<file path="config.mk">
export PLATFORM = sky130hd
export DESIGN_NAME = fma16_seq
export DESIGN_NICKNAME = d
export VERILOG_FILES = /design/src/rtl/fma16_seq.sv
export SDC_FILE = /design/constraint.sdc
export NUM_CORES = 1
export LEC_CHECK = 0
export CAP_MARGIN = 20
export CELL_PAD_IN_SITES_DETAIL_PLACEMENT = 1
export CELL_PAD_IN_SITES_GLOBAL_PLACEMENT = 1
export CORE_UTILIZATION = 24
export CTS_BUF_LIST = sky130_fd_sc_hd__clkbuf_2 sky130_fd_sc_hd__clkbuf_4 sky130_fd_sc_hd__clkbuf_8
export CTS_CLUSTER_SIZE = 20
export DETAILED_ROUTE_END_ITERATION = 16
export HOLD_SLACK_MARGIN = 0.08
export PLACE_DENSITY_LB_ADDON = 0.1
export SYNTH_ARGS = -nofsm -noshare
export SYNTH_HDL_FRONTEND = slang
export SYNTH_SLANG_ARGS = --single-unit
</file>
<file path="constraint.sdc">
create_clock -name clk -period 1.55 [get_ports clk]
set_input_delay 0.2325 -clock clk [delete_from_list [all_inputs] [get_ports clk]]
set_output_delay 0.2325 -clock clk [all_outputs]
set_load 0.01 [all_outputs]
</file>
<file path="src/rtl/fma16_seq.sv">
// Sequencer that arbitrates two requesters onto a single fma16 datapath.
// It runs one operation at a time and returns the result and flags through a valid/ready response port.
module fma16_seq #(
    parameter int CORE_LAT = 1
) (
    input  logic        clk,
    input  logic        reset,
    input  logic [1:0]  rq_valid,
    output logic [1:0]  rq_ready,
    input  logic [31:0] rq_x,
    input  logic [31:0] rq_y,
    input  logic [31:0] rq_z,
    input  logic [1:0]  rq_negp,
    input  logic [1:0]  rq_negz,
    output logic [15:0] core_x,
    output logic [15:0] core_y,
    output logic [15:0] core_z,
    output logic        core_negp,
    output logic        core_negz,
    input  logic [15:0] core_result,
    input  logic [3:0]  core_flags,
    output logic        rsp_valid,
    input  logic        rsp_ready,
    output logic        rsp_id,
    output logic [15:0] rsp_result,
    output logic [3:0]  rsp_flags,
    output logic [3:0]  acc_flags,
    input  logic        flags_clr
);

    typedef enum logic [1:0] {IDLE, EXEC, RESP} state_e;

    localparam logic [3:0] LAT_LOAD = 4'(CORE_LAT - 1);

    state_e      state;
    state_e      stateNext;
    logic        prio;
    logic [3:0]  cnt;
    logic        grantLane;
    logic        grantAny;
    logic        accept;
    logic        rspXfer;
    logic [15:0] opX;
    logic [15:0] opY;
    logic [15:0] opZ;
    logic        opNegP;
    logic        opNegZ;

    // Round-robin choice: a lone requester always wins, and prio breaks ties.
    always_comb begin
        // NOTE: every comb output gets a default first so no path leaves it unassigned (no latch).
        grantLane = prio;
        grantAny  = |rq_valid;
        if (rq_valid == 2'b01)
            grantLane = 1'b0;
        else if (rq_valid == 2'b10)
            grantLane = 1'b1;
    end

    assign accept  = (state == IDLE) && grantAny;
    assign rspXfer = (state == RESP) && rsp_ready;

    // State register.
    always_ff @(posedge clk) begin
        // NOTE: sequential state uses non-blocking assignments so every register samples pre-edge values.
        if (reset)
            state <= IDLE;
        else
            state <= stateNext;
    end

    // Next-state logic.
    always_comb begin
        stateNext = state;
        case (state)
            IDLE:    if (accept) stateNext = EXEC;
            EXEC:    if (cnt == 4'd0) stateNext = RESP;
            RESP:    if (rsp_ready) stateNext = IDLE;
            default: stateNext = IDLE;
        endcase
    end

    // Output logic.
    always_comb begin
        rq_ready  = 2'b00;
        rsp_valid = 1'b0;
        case (state)
            IDLE: if (grantAny) rq_ready[grantLane] = 1'b1;
            RESP: rsp_valid = 1'b1;
            default: ;
        endcase
    end

    // Operand capture and cycle counter.
    always_ff @(posedge clk) begin
        if (reset) begin
            prio   <= 1'b0;
            cnt    <= 4'd0;
            opX    <= 16'h0000;
            opY    <= 16'h0000;
            opZ    <= 16'h0000;
            opNegP <= 1'b0;
            opNegZ <= 1'b0;
            rsp_id <= 1'b0;
        end else if (accept) begin
            prio   <= ~grantLane;
            cnt    <= LAT_LOAD;
            opX    <= grantLane ? rq_x[31:16] : rq_x[15:0];
            opY    <= grantLane ? rq_y[31:16] : rq_y[15:0];
            opZ    <= grantLane ? rq_z[31:16] : rq_z[15:0];
            opNegP <= rq_negp[grantLane];
            opNegZ <= rq_negz[grantLane];
            rsp_id <= grantLane;
        end else if (state == EXEC && cnt != 4'd0) begin
            cnt <= cnt - 4'd1;
        end
    end

    // Result capture at the end of EXEC and sticky flag accumulation on delivery.
    always_ff @(posedge clk) begin
        if (reset) begin
            rsp_result <= 16'h0000;
            rsp_flags  <= 4'h0;
            acc_flags  <= 4'h0;
        end else begin
            if (state == EXEC && cnt == 4'd0) begin
                rsp_result <= core_result;
                rsp_flags  <= core_flags;
            end
            // Clear takes effect first, so a coincident delivery leaves only its own flags.
            if (flags_clr)
                acc_flags <= rspXfer ? rsp_flags : 4'h0;
            else if (rspXfer)
                acc_flags <= acc_flags | rsp_flags;
        end
    end

    assign core_x    = opX;
    assign core_y    = opY;
    assign core_z    = opZ;
    assign core_negp = opNegP;
    assign core_negz = opNegZ;

endmodule

</file>
==> run metrics <==
port bufs 203; Reg power frac 0.454; CP peak stage delay 410 ps; final WL 14,000 um; Die Ht 122 um; clock share of power 0.260; RePlAce Congestion 0.795; Worst VDD drop 0.363 mV; CTS Sinks 82; Final #Nets 734; cts hold-fix bufs 0; Finished Layout Cells 790; Pre-Repair DR Iteration Count 4; pin count of the biggest net entering global routing 37; vias in the first global route 4,107; Syn-to-layout area delta 77.1%; worst path required time 1870 ps; Hold Path Depth 3; slowest CP cell or3_1; placed cells 774; core area 14,000 um^2; reg-to-reg endpoint core_y[9]$_SDFFE_PP0P_; via count 3,923; Reg2Reg Depth 5; die area 15,000 um^2; Slew headroom 0.627; Final min period 1530 ps; dpl cell area 5790 um^2; fmax 0.656 GHz; dpl ws -493 ps; first-pass GRT wire length 21,000 um; Die X 122 um; total gr overflow 0; Syn Inst Count 402; post-DR vias/cell 4.97; post-synthesis net count 529; CTS H-tree lvls 3; Initial Util 0.248; CP endpoint kind register; CP Class register to register; Final Skew 10.5 ps; PwrDens 860 nW/um^2; Seq/Total Area, Yosys 0.473; DP HPWL 9630 um; Max-cap violations 0; switching part of the total 0.293; Iter 0 DRT Violations 191; Yosys cell types 34; Switch Pwr 1550 uW; CTS tree built; Crit Reg-Reg Startpoint state[1]$_SDFFE_PP0P_; endpoints failing setup 0; wire per inst 17.8 um; cell area after synthesis 3470 um^2; crit path launch state[1]$_SDFFE_PP0P_; RSZ-0062 raised after global routing yes; design area 6150 um^2; combinational fraction of design power 0.287; hold endpoint state[1]$_SDFFE_PP0P_; Slew Limit Fails 0; final antenna-violating net count 0; Final WS setup 24.9 ps; row count 43; post-synthesis average cell area 8.64 um^2; hold path startpoint reset; critical path arrival 1840 ps; clock slew seen by the registers of the worst setup and hold paths 90 ps; Tcrit/Tclk final 0.984; worst-skew pair later-pin latency 370 ps; CP Max Fanout 36; crit-path cells buf_4 -> or3_1 -> buf_12 -> nor3_1 -> a221o_1; status finished clean; final hold vios 0; # IOs 204; R2R setup slack 20 ps; CTS root buffer clkbuf_8; fraction of layout cells with a size suffix above 1 0.133; Clock Path Buffers 2; Total GRT Usage 0.182; cts bufs inserted 9; Slew @ Worst Pin 558 ps; Cell Int Power 3740 uW; Leakage 0.00268 uW; flops & latches, synth 82; Antenna Cells 0; antenna violations before repair 0; Syn. warnings 0; # DRC 0; Hold WC Path Type input pin to register; Critical Path Source Type register
[sequential cells by signal (all words and copies together) (netlist names)]
register / flops
acc_flags: 4
cnt: 4
core_negp: 1
core_negz: 1
core_x: 16
core_y: 16
core_z: 16
prio: 1
rsp_flags: 4
rsp_id: 1
rsp_result: 16
state: 2
[worst max path at each step]
stage	slack, ps	end	cells past startpoint
2_1_floorplan	20	rsp_result[10]$_SDFFE_PP0P_	6
3_3_place_gp	-420	core_y[1]$_SDFFE_PP0P_	5
3_5_place_dp	-490	core_y[2]$_SDFFE_PP0P_	5
4_1_cts	-50	rq_ready[1]	3
5_1_grt	-30	rsp_result[9]$_SDFFE_PP0P_	6
6_report	20	core_y[9]$_SDFFE_PP0P_	5
[metrics by stage]
step / total power (uW) / hold slack (ps) / TNS [ps] / utilization
after floorplan: 3010 / 372 / 0 / -
after global placement: 3910 / 439 / -16800 / 0.414
after detailed placement: 3940 / 447 / -20900 / 0.414
after CTS: 5370 / 259 / -46.8 / 0.428
after global routing: 5590 / 288 / -271 / 0.440
final: 5290 / 291 / 0 / 0.440
[cell usage in the layout (no fill, tap or decap), types with 2 or more instances in the layout]
| cell | instances |
|---|---|
| o21ai_1 | 12 |
| inv_1 | 40 |
| nor2_2 | 2 |
| nor2b_1 | 5 |
| nor3_1 | 17 |
| dlygate4sd2_1 | 5 |
| nand3_1 | 36 |
| nor3_2 | 18 |
| nand4_1 | 15 |
| clkdlybuf4s50_1 | 173 |
| buf_4 | 25 |
| a221o_1 | 35 |
| a21o_1 | 2 |
| a22oi_1 | 2 |
| a31oi_1 | 15 |
| or4_1 | 2 |
| buf_12 | 4 |
| dfxtp_1 | 80 |
| clkbuf_8 | 10 |
| clkinv_2 | 4 |
| o21ai_0 | 26 |
| dlymetal6s2s_1 | 21 |
| nor2_1 | 7 |
| buf_2 | 3 |
| or3_1 | 2 |
| a21oi_1 | 27 |
[cells by family (layout without fill, tap and decap cells)]
logic type,Yosys count,count (layout),synth area share
AO/OA/AOI/OAI,125,125,0.244
AND/OR/NAND/NOR,114,114,0.178
flip-flops,82,82,0.473
buffers and inverters,80,288,0.103
adder cells (fa/ha/maj),1,1,0.00360
[metal layers]
layer / GRT usage / vias to the layer above / wire length (um) / part of all wire
met1: 0.207 / 1884 / 6100 / 0.43
met3: 0.0627 / 19 / 1100 / 0.079
li1: - / 1877 / - / -
met5: 0 / - / 0 / 0
met2: 0.318 / 143 / 6580 / 0.47
met4: 0.0572 / 0 / 249 / 0.018
[worst max-delay path, delay by kind of cell, from the launching register on]
kind	cells	cell delay, ps
flops	1	340
simple gates	2	640
buf+inv	2	360
compound gates	1	130
[final cells by class]
type,count,area (um^2)
repair buffers,234,2370
inverters,40,150
flip-flops and latches,82,1650
multi-input cells,240,1610
well taps,180,225
clock buffers,10,138
clock inverters,4,20.0
fillers,1595,7840
[Yosys cell counts]
cell type	instances	area share
dfxtp_1	82	0.47
inv_1	40	0.043
o21ai_0	37	0.053
nand3_1	36	0.052
a221o_1	35	0.10
nor3_1	35	0.050
a21oi_1	28	0.040
clkbuf_1	20	0.022
a31oi_1	15	0.027
buf_2	15	0.022
nand4_1	15	0.027
nor2_1	8	0.0086
nor2b_1	6	0.011
buf_6	5	0.016
a21o_1	2	0.0043
a22oi_1	2	0.0043
nand2b_1	2	0.0036
or3_1	2	0.0036
or4_1	2	0.0043
a21bo_2	1	0.0029
a21boi_1	1	0.0022
a21oi_2	1	0.0025
a311oi_1	1	0.0025
and3_1	1	0.0018
and3b_1	1	0.0025
and4b_1	1	0.0029
ha_1	1	0.0036
nor2_2	1	0.0018
nor3b_1	1	0.0022
o21ai_1	1	0.0014
o22ai_1	1	0.0018
or2_0	1	0.0018
or2_2	1	0.0018
or3b_2	1	0.0025
[what timing repair did]
action / 4_1_cts / 5_1_grt
gates resized for setup: 23 / 55
gates cloned: 0 / 1
buffers inserted: 1 / 0
setup endpoints to repair: 43 / 51
pin swaps: 1 / 1
[power by group through the flow]
stage	clock network, uW	registers (uW)	logic [uW]
after global placement	0	2440	1470
after global routing	1540	2420	1630
after CTS	1470	2400	1500
after detailed placement	0	2450	1490
after floorplan	0	2520	493
final	1370	2400	1520
Power figures use the tool's default switching activity.
